File: config.mk
export PLATFORM = sky130hd
export DESIGN_NAME = mc_ctrl_fsm
export DESIGN_NICKNAME = d
export VERILOG_FILES = /design/src/rtl/mc_ctrl_fsm.sv
export SDC_FILE = /design/constraint.sdc
export NUM_CORES = 1
export LEC_CHECK = 0
export ABC_AREA = 1
export BUFFER_PORTS_ARGS = -buffer_cell sky130_fd_sc_hd__clkbuf_2
export CAP_MARGIN = 20
export CORE_ASPECT_RATIO = 0.9
export CORE_UTILIZATION = 55
export CTS_BUF_LIST = sky130_fd_sc_hd__clkbuf_2 sky130_fd_sc_hd__clkbuf_4 sky130_fd_sc_hd__clkbuf_8
export DETAILED_ROUTE_END_ITERATION = 10
export PLACE_DENSITY_LB_ADDON = 0.08
export SETUP_SLACK_MARGIN = 0.02
export SKIP_LAST_GASP = 1
export SYNTH_ARGS = -nofsm -noshare
export SYNTH_HDL_FRONTEND = slang
export SYNTH_SLANG_ARGS = --single-unit
File: constraint.sdc
create_clock -name clk -period 2.4 [get_ports clk]
set_clock_uncertainty 0.2 [all_clocks]
set_input_delay 0.12 -clock clk [delete_from_list [all_inputs] [get_ports clk]]
set_output_delay 0.12 -clock clk [all_outputs]
set_load 0.01 [all_outputs]
File: src/rtl/mc_ctrl_fsm.sv
// mc_ctrl_fsm: multi-cycle RV32I control sequencer (fetch/decode/exec/mem/wb).
// Optional build macro MEM_TIMEOUT_EN adds a memory wait-state timeout with bus_err.
module mc_ctrl_fsm #(
    parameter int TIMEOUT_CYCLES = 16,
    parameter int INSTRET_W      = 32
) (
    input  logic                 clk,
    input  logic                 rst_n,
    input  logic [4:0]           opcode,
    input  logic                 zero,
    input  logic                 mem_ready,
    output logic                 pc_write,
    output logic                 pc_write_br,
    output logic                 ir_write,
    output logic                 i_or_d,
    output logic                 mem_read,
    output logic                 mem_write,
    output logic                 mem_to_reg,
    output logic                 alu_src,
    output logic [1:0]           alu_op,
    output logic                 reg_write,
    output logic                 illegal_op,
    output logic                 bus_err,
    output logic [2:0]           state_o,
    output logic [INSTRET_W-1:0] instret
);

    localparam logic [2:0] S_IDLE   = 3'd0;
    localparam logic [2:0] S_FETCH  = 3'd1;
    localparam logic [2:0] S_DECODE = 3'd2;
    localparam logic [2:0] S_EXEC   = 3'd3;
    localparam logic [2:0] S_MEM    = 3'd4;
    localparam logic [2:0] S_WB     = 3'd5;

    localparam logic [2:0] C_NONE  = 3'd0;
    localparam logic [2:0] C_R     = 3'd1;
    localparam logic [2:0] C_LOAD  = 3'd2;
    localparam logic [2:0] C_STORE = 3'd3;
    localparam logic [2:0] C_BR    = 3'd4;

    logic [2:0] state;
    logic [2:0] state_nx;
    logic [2:0] cls;
    logic [2:0] cls_nx;
    logic [2:0] dec_cls;
    logic       retire;
    logic       tmo;

    // Opcode class decode, only consumed in DECODE
    always_comb begin
        dec_cls = C_NONE;
        case (opcode)
            5'b01100: dec_cls = C_R;
            5'b00000: dec_cls = C_LOAD;
            5'b01000: dec_cls = C_STORE;
            5'b11000: dec_cls = C_BR;
            default:  dec_cls = C_NONE;
        endcase
    end

`ifdef MEM_TIMEOUT_EN
    localparam int CNT_W = $clog2(TIMEOUT_CYCLES + 1);

    logic [CNT_W-1:0] wait_cnt;
    logic             waiting;

    assign waiting = (state == S_FETCH || state == S_MEM) && !mem_ready;
    assign tmo     = waiting && (wait_cnt == CNT_W'(TIMEOUT_CYCLES - 1));

    // Wait-cycle counter, cleared on every state change
    always_ff @(posedge clk or negedge rst_n) begin
        if (!rst_n) begin
            wait_cnt <= '0;
        end else if (state_nx != state) begin
            wait_cnt <= '0;
        end else if (waiting) begin
            wait_cnt <= wait_cnt + CNT_W'(1);
        end
    end
`else
    logic unused_timeout;

    assign unused_timeout = |TIMEOUT_CYCLES;
    assign tmo            = 1'b0;
`endif

    assign bus_err = tmo;

    // Next-state, class latch and retire decision
    always_comb begin
        state_nx = state;
        cls_nx   = cls;
        retire   = 1'b0;
        case (state)
            S_IDLE: state_nx = S_FETCH;
            S_FETCH: begin
                if (mem_ready) begin
                    state_nx = S_DECODE;
                end else if (tmo) begin
                    state_nx = S_IDLE;
                end
            end
            S_DECODE: begin
                cls_nx   = dec_cls;
                state_nx = (dec_cls == C_NONE) ? S_FETCH : S_EXEC;
            end
            S_EXEC: begin
                case (cls)
                    C_R:     state_nx = S_WB;
                    C_LOAD:  state_nx = S_MEM;
                    C_STORE: state_nx = S_MEM;
                    C_BR: begin
                        state_nx = S_FETCH;
                        retire   = 1'b1;
                    end
                    default: state_nx = S_FETCH;
                endcase
            end
            S_MEM: begin
                if (mem_ready) begin
                    if (cls == C_LOAD) begin
                        state_nx = S_WB;
                    end else begin
                        state_nx = S_FETCH;
                        retire   = (cls == C_STORE);
                    end
                end else if (tmo) begin
                    state_nx = S_IDLE;
                end
            end
            S_WB: begin
                state_nx = S_FETCH;
                retire   = 1'b1;
            end
            default: state_nx = S_IDLE;
        endcase
    end

    // State, latched class and retired-instruction counter
    always_ff @(posedge clk or negedge rst_n) begin
        if (!rst_n) begin
            state   <= S_IDLE;
            cls     <= C_NONE;
            instret <= '0;
        end else begin
            state <= state_nx;
            cls   <= cls_nx;
            if (retire) begin
                instret <= instret + INSTRET_W'(1);
            end
        end
    end

    // Moore datapath controls, with mem_ready/zero qualifiers
    always_comb begin
        pc_write    = 1'b0;
        pc_write_br = 1'b0;
        ir_write    = 1'b0;
        i_or_d      = 1'b0;
        mem_read    = 1'b0;
        mem_write   = 1'b0;
        mem_to_reg  = 1'b0;
        alu_src     = 1'b0;
        alu_op      = 2'b00;
        reg_write   = 1'b0;
        illegal_op  = 1'b0;
        case (state)
            S_FETCH: begin
                mem_read = 1'b1;
                pc_write = mem_ready;
                ir_write = mem_ready;
            end
            S_DECODE: illegal_op = (dec_cls == C_NONE);
            S_EXEC: begin
                case (cls)
                    C_R:     alu_op = 2'b10;
                    C_LOAD:  alu_src = 1'b1;
                    C_STORE: alu_src = 1'b1;
                    C_BR: begin
                        alu_op      = 2'b01;
                        pc_write_br = zero;
                    end
                    default: alu_op = 2'b00;
                endcase
            end
            S_MEM: begin
                i_or_d    = 1'b1;
                mem_read  = (cls == C_LOAD);
                mem_write = (cls == C_STORE);
            end
            S_WB: begin
                reg_write  = 1'b1;
                mem_to_reg = (cls == C_LOAD);
            end
            default: pc_write = 1'b0;
        endcase
    end

    assign state_o = state;

endmodule

# Yosys cells after proc, flatten, opt, wreduce, memory -nomap -nowiden
# Index checks and enable logic that the tools add are counted.
# word_totals
reg_bits,38
out_inout_bits,48
in_bits,9
wordCells,48
# op_classes
add_sub_neg,1
mux,24
n_reduce_logical,6
eq_ne,14
# ops
operator,n
adder 32 x 1 -> 32 bit (second input constant),1
case mux 3 bit (5 select lines),1
2-to-1 mux 1 bit,13
equality test 3 x 2 -> 1 bit (second input constant),4
case mux 3 bit (4 select lines),1
equality test 5 x 4 -> 1 bit (second input constant),2
equality test 3 bit (second input constant),3
2-to-1 mux 3 bit,3
equality test 3 x 1 -> 1 bit (second input constant),2
zero test 3 bit,2
case mux 3 bit (2 select lines),1
equality test 5 bit (second input constant),1
zero test 5 bit,1
2-to-1 mux 2 bit,2
!= test 2 bit (second input constant),2
case mux 2 bit (2 select lines),1
OR reduction 2 bit,2
case mux 1 bit (3 select lines),1
case mux 1 bit (2 select lines),1
AND reduction 2 bit,1

# Longest topological paths before layout
# Gate-level depths: netlist of the first run.
# depth
depth_word,5
mapped_depth,9
ltp_nobuf,8

# Worst setup path after synthesis of the first run
# No wires, ideal clock.
# synth_timing
kind,flip-flop to flip-flop
from,register instret[0]
to,register instret[20]
slack_ps,681
setup_ps,121
required_time_ps,2079
synth_period_minus_slack_ps,1719
stages_incl_launch_ff,8
arrival_time_ps,1397
path_cell_list,dfrtp_1 > ha_1 > nand2_1 > nor2_2 > nand3_1 > nor2_1 > nand2_1 > xor2_1
# synth_between
elab_chain_len,1
# synth_rtl
item,line_no,text
"start, declared",25,output logic [INSTRET_W-1:0] instret
"start signal, assigned",149,instret <= instret + INSTRET_W'(1);
adder 32 x 1 -> 32 bit,149,
# No other way between the ends.
# A chain may end at the register's enable or synchronous reset.

# Worst setup path in the final report of the first run
# Same ends and word-level chain as after synthesis.

==> results.toml, run 1 <==
[clock_tree]
clock-sinks = 38
insertion_delay_ns = 0.29
cts_max_level = 2
cts_root_buffer = "clkbuf_8"
clkTransAtPathRegs_ns = 0.07
numCtsBuffers = 5
cts_buffer_depth = 2
cts_setup_buffers = 0
cts_resized = 0
cts_tree = "yes"

[yosys]
syn_area_per_cell_um2 = 7.09
ys_warn_count = 0
synth-edff-count = 0
syn_area_mm2 = 0.00234
async_reset_ff_share_pct = 100
synth_cell_type_count = 26
synth_commonest_cells = "nand2_1, inv_1, nor2_1, dfrtp_1, nand3_1"
yosysTopAreaCellShare_pct = 40.7
ys_seq_elements = 38
ys_top_cells_by_area = "dfrtp_1, nand2_1, inv_1"
synthFlopType = "dfrtp_1"
synth_nets = 340
synth_top_cell_by_area = "dfrtp_1"
synth.most_common_cell = "nand2_1"
netlist_instances = 330
synth-seq-area-share_pct = 40.7

[layout]
fill_cells = 366
final_area_mm2 = 0.00283
utilization_pct = 69.5
seq_area_um2 = 951
fin_nets = 405
multi_input_area_mm2 = 0.00113
syn_to_final_growth_pct = 21.1
diodes = 0
drive_gt1_share_pct = 19.7
fin_cells = 444

[drt]
wl_met3_um = 268
drc = 5
ant_nets = 0
wire_per_inst_um = 12.0
met1_length_um = 2480
vias_per_cell = 5.16
highest_layer = "met4"
drt-initial-drc-count = 138
drtPass1Iterations = 7
dr_wl_met2_um = 2510
routed_wl_um = 5350
vias = 2292

[placement]
dp_worst_setup_slack_ns = 0.528
post-dp-hpwl_um = 3950
portBuffers = 55
dp.cells = 428
place_congestion = 0.841
dpl_cell_area_mm2 = 0.00264

[worst_setup_path]
cp_common_cell = "nand2_1"
slowest_delay_ns = 0.42
r2r_slack_ns = 0.53
cp_slowest_cell = "dfrtp_1"
crit_chain = "ha_1 > nand2_1 > nor2_2 > nand3_1 > nor2_1 > nand2_1 > xor2_1"
start_kind = "flip-flop"
arrival_ns = 1.85
cp_max_fo = 5
crit_required_ns = 2.38
crit_type = "reg2reg"
cp-end-kind = "flip-flop"

[min_path]
hp-class = "in2reg"

[sta]
relSlewSlack_pct = 37.9
rsz0062_at_grt = "false"
final_max_slew_viol_count = 0
hold_viol = 0
clock.fmax_ghz = 0.534
setup_violations = 0
fin_ws_ns = 0.527
worstMarginPinSlew_ns = 0.932
finalCritPeriodShare_pct = 78.1
min_period_ns = 1.87
setup_tns_ns = 0

[grt]
grt_max_degree = 41
grt_pass1_vias = 2154
antenna_found_initial = 0
grt_pass1_wl_um = 9340
grt_overflow = 0
track_usage_pct = 26.2

[run_status]
violations = "DRC"
status = "complete, but fails checks"

[die]
start_util_pct = 57.4
rows = 22
coreArea_mm2 = 0.00407
num_io_pins = 57
die_y_um = 63.9
die_area_mm2 = 0.00452
fp.dieW_um = 70.7

[power_and_ir_drop]
power.density_mw_per_mm2 = 827
p_leak_nw = 1.52
peakVddDrop_v = 0.000671

[flow_run]
maxCapViolCount = 0
[per-stage QoR]
step	hold WS [ns]	total power (W)
2_1_floorplan	-0.376	0.00154
3_3_place_gp	0.109	0.00181
3_5_place_dp	0.101	0.00183
4_1_cts	0.103	0.00235
5_1_grt	0.172	0.00252
6_report	0.106	0.00234
[cells in the final DEF, fill, tap and decap left out, drive strengths merged]
| cell type | n |
|---|---|
| nand2 | 90 |
| clkbuf | 63 |
| inv | 55 |
| nor2 | 52 |
| dfrtp | 38 |
| nand3 | 26 |
| xor2 | 17 |
| nand4 | 16 |
| o21ai | 8 |
| dlygate4sd3 | 8 |
| nor3 | 5 |
| nand3b | 5 |
| a21oi | 3 |
| o21bai | 2 |
| or2 | 1 |
| nor4 | 1 |
| nor3b | 1 |
| o22ai | 1 |
| and2 | 1 |
| ha | 1 |
| conb | 1 |
| buf | 1 |
[registers in the layout, summed over array words and instances (netlist names)]
name / count
cls: 3
instret: 32
state_o: 3
[per-layer routing]
| metal | global-route usage [%] | vias to the layer above |
|---|---|---|
| li1 | - | 1156 |
| met2 | 45.3 | 66 |
| met5 | 0 | - |
| met1 | 32.9 | 1061 |
| met3 | 4.57 | 9 |
| met4 | 9.25 | 0 |
[critical path: cells and delay by family (launching register included)]
kind	cells	cell delay, ns
xor+xnor	1	0.15
simple gates	5	0.79
fa+ha+maj	1	0.21
flops	1	0.42
[timing repair]
action	CTS	global route
endpoints found under the setup margin	0	0
hold buffers	8	0
hold endpoints to repair	42	0
[worst paths after layout]
path	start	to	cells past startpoint
max	instret[0]$_DFFE_PN0P_	instret[20]$_DFFE_PN0P_	7
min	opcode[0]	state_o[1]$_DFFE_PN0P_	6
max reg2reg	instret[0]$_DFFE_PN0P_	instret[20]$_DFFE_PN0P_	7
min reg2reg	instret[31]$_DFFE_PN0P_	instret[31]$_DFFE_PN0P_	3
max in group asynchronous	rst_n	instret[25]$_DFFE_PN0P_	2
min in group asynchronous	rst_n	instret[7]$_DFFE_PN0P_	2
[cells by family after synthesis]
| group | count (synthesis) | synth area share, % |
|---|---|---|
| AO/OA/AOI/OAI | 14 | 3.26 |
| XOR/XNOR | 17 | 6.37 |
| adder cells (fa/ha/maj) | 1 | 0.535 |
| buffers and inverters | 61 | 11.1 |
| flip-flops | 38 | 40.7 |
| other | 1 | 0.160 |
| AND/OR/NAND/NOR | 198 | 37.9 |
[layout make-up]
cell class | count | area share (%)
multi-input combinational | 231 | 39.9
sequential | 38 | 33.6
timing repair buffer | 64 | 13.3
inverter | 55 | 7.29
clock buffer | 8 | 3.89
tap | 48 | 2.12
[power breakdown]
part / switching (W) / internal [W]
Clock: 0.000226 / 0.000290
Sequential: 0.000161 / 0.000765
Combinational: 0.000580 / 0.000318
Note: power is estimated with default switching activity, not from simulation.
==> run 2, diff against run 1 <==
--- a/config.mk
+++ b/config.mk
@@ -9,7 +9,7 @@
 export BUFFER_PORTS_ARGS = -buffer_cell sky130_fd_sc_hd__clkbuf_2
 export CAP_MARGIN = 20
 export CORE_ASPECT_RATIO = 0.9
-export CORE_UTILIZATION = 55
+export CORE_UTILIZATION = 50
 export CTS_BUF_LIST = sky130_fd_sc_hd__clkbuf_2 sky130_fd_sc_hd__clkbuf_4 sky130_fd_sc_hd__clkbuf_8
 export DETAILED_ROUTE_END_ITERATION = 10
 export PLACE_DENSITY_LB_ADDON = 0.08
==> constraint.sdc (replaced) <==
create_clock -name clk -period 1.6 [get_ports clk]
set_clock_uncertainty 0.2 [all_clocks]
set_input_delay 0.08 -clock clk [delete_from_list [all_inputs] [get_ports clk]]
set_output_delay 0.08 -clock clk [all_outputs]
set_load 0.01 [all_outputs]
==> results.toml, run 2 (synthesized netlist as in run 1, its figures left out) <==
[drt]
drt-initial-drc-count = 187
wire_per_inst_um = 13.6
drtPass1Iterations = 5
ant_nets = 0
routed_wl_um = 6920
vias_per_cell = 5.13
drc = 0
vias = 2610

[power_and_ir_drop]
p_clk_share_pct = 15.0
p_sw_w = 0.00202
combPwrFrac_pct = 56.3
peakVddDrop_v = 0.00131
p_leak_nw = 1.85
total_power_w = 0.00477
power.density_mw_per_mm2 = 1350
switching_share_pct = 42.5
power.share.sequential_pct = 28.7
intPower_w = 0.00274

[worst_setup_path]
start_kind = "flip-flop"
crit_required_ns = 1.59
reg2reg_depth = 9
cp-end-kind = "flip-flop"
slowest_delay_ns = 0.45
r2r_start = "state_o[1]$_DFFE_PN0P_"
crit_type = "reg2reg"
r2r_slack_ns = -0.16
reg2reg_to = "instret[15]$_DFFE_PN0P_"
cp_max_fo = 12
cp_slowest_cell = "dfrtp_2"
crit_chain = "nor2_4 > nand2_2 > buf_4 > inv_2 > nand3_2 > nand2_4 > buf_12 > nand2_1 > xor2_1"
arrival_ns = 1.75

[sta]
hold_viol = 2
whs_ns = -0.0642
min_period_ns = 1.76
final_max_slew_viol_count = 0
finalCritPeriodShare_pct = 110
rsz0062_at_grt = "true"
setup_tns_ns = -4.89
fin_ws_ns = -0.164
clock.fmax_ghz = 0.567
setup_violations = 41

[layout]
layout_commonest_cell = "nand2_1"
syn_to_final_growth_pct = 51.3
largest_reg_flops = 32
diodes = 0
final_area_mm2 = 0.00354
mostFrequentLayoutCells = "nand2_1, inv_1, clkbuf_2, buf_4, dfrtp_1"
largest_register = "instret"
fin_cells = 509
fin_nets = 456
drive_gt1_share_pct = 40.3
utilization_pct = 79.3

[clock_tree]
clkTransAtPathRegs_ns = 0.08
cts_max_level = 2
clock-sinks = 38
numCtsBuffers = 5
cts-hold-fix-buffers = 5
cts_tree = "yes"
insertion_delay_ns = 0.30
cts_root_buffer = "clkbuf_8"
cts_buffer_depth = 2

[die]
die_area_mm2 = 0.00495
num_io_pins = 57
rows = 23
start_util_pct = 52.4
fp.dieW_um = 74.1
die_y_um = 66.9
coreArea_mm2 = 0.00446

[placement]
dp.cells = 471
post-dp-hpwl_um = 4370
portBuffers = 55
dpl_cell_area_mm2 = 0.00294
place_congestion = 0.850

[min_path]
holdPathEnd = "cls[0]$_DFFE_PN0P_"
min_from = "opcode[0]"
hold_depth = 4
hp-class = "in2reg"

[grt]
grt_overflow = 0
track_usage_pct = 27.3
antenna_found_initial = 0
grt_max_degree = 25
grt_pass1_wl_um = 10000
grt_pass1_vias = 2190

[run_status]
violations = "hold timing, setup timing"
status = "complete, but fails checks"

[flow_run]
maxCapViolCount = 0
## run 2: cell type report
cell class | instances | area [um^2]
flip-flops and latches | 38 | 956
well taps | 62 | 77.6
clock inverters | 1 | 5.00
fillers | 287 | 923
multi-input cells | 231 | 1370
repair buffers | 115 | 832
clock buffers | 7 | 90.1
inverters | 55 | 209
## run 2: worst max-delay path, delay by kind of cell, from the launching register on
kind / cells / cell delay [ns]
AND/OR/NAND/NOR: 5 / 0.51
XOR/XNOR: 1 / 0.14
flip-flops: 1 / 0.45
buffers and inverters: 3 / 0.34
## run 2: how the worst max path moves through the flow
stage                                 from                      end
floorplan           instret[1]$_DFFE_PN0P_  instret[20]$_DFFE_PN0P_
global placement    instret[1]$_DFFE_PN0P_  instret[18]$_DFFE_PN0P_
detailed placement  instret[1]$_DFFE_PN0P_  instret[20]$_DFFE_PN0P_
CTS                 state_o[0]$_DFFE_PN0P_                 mem_read
global route        state_o[1]$_DFFE_PN0P_   instret[9]$_DFFE_PN0P_
finish              state_o[1]$_DFFE_PN0P_  instret[15]$_DFFE_PN0P_
## run 2: timing repair
action,CTS,global route
gates cloned,0,2
setup endpoints to repair,39,48
pin swaps,4,12
buffers inserted,14,9
hold endpoints to repair,43,2
resized for setup,18,55
## run 2: per-layer routing
| metal | vias up | track usage (%) | part of all wire [%] |
|---|---|---|---|
| met4 | 0 | 7.69 | 1.9 |
| met1 | 1229 | 36.0 | 44 |
| met5 | - | 0 | 0 |
| met2 | 102 | 44.1 | 48 |
| met3 | 12 | 6.35 | 6.1 |
| li1 | 1267 | - | - |
## run 2: stage by stage
step | hold WS (ns) | worst slack, ns
2_1_floorplan | -0.416 | -0.0146
3_3_place_gp | -0.149 | -0.0670
3_5_place_dp | -0.144 | -0.0695
4_1_cts | -0.0747 | -0.102
5_1_grt | -0.0574 | -0.212
6_report | -0.0642 | -0.164
## run 2: power groups by stage
stage	sequential (W)	clock, W	combinational, W
CTS	0.00133	0.000731	0.00215
floorplan	0.00145	0	0.000911
detailed placement	0.00137	0	0.00180
global route	0.00139	0.000762	0.00289
finish	0.00137	0.000716	0.00268
global placement	0.00136	0	0.00178
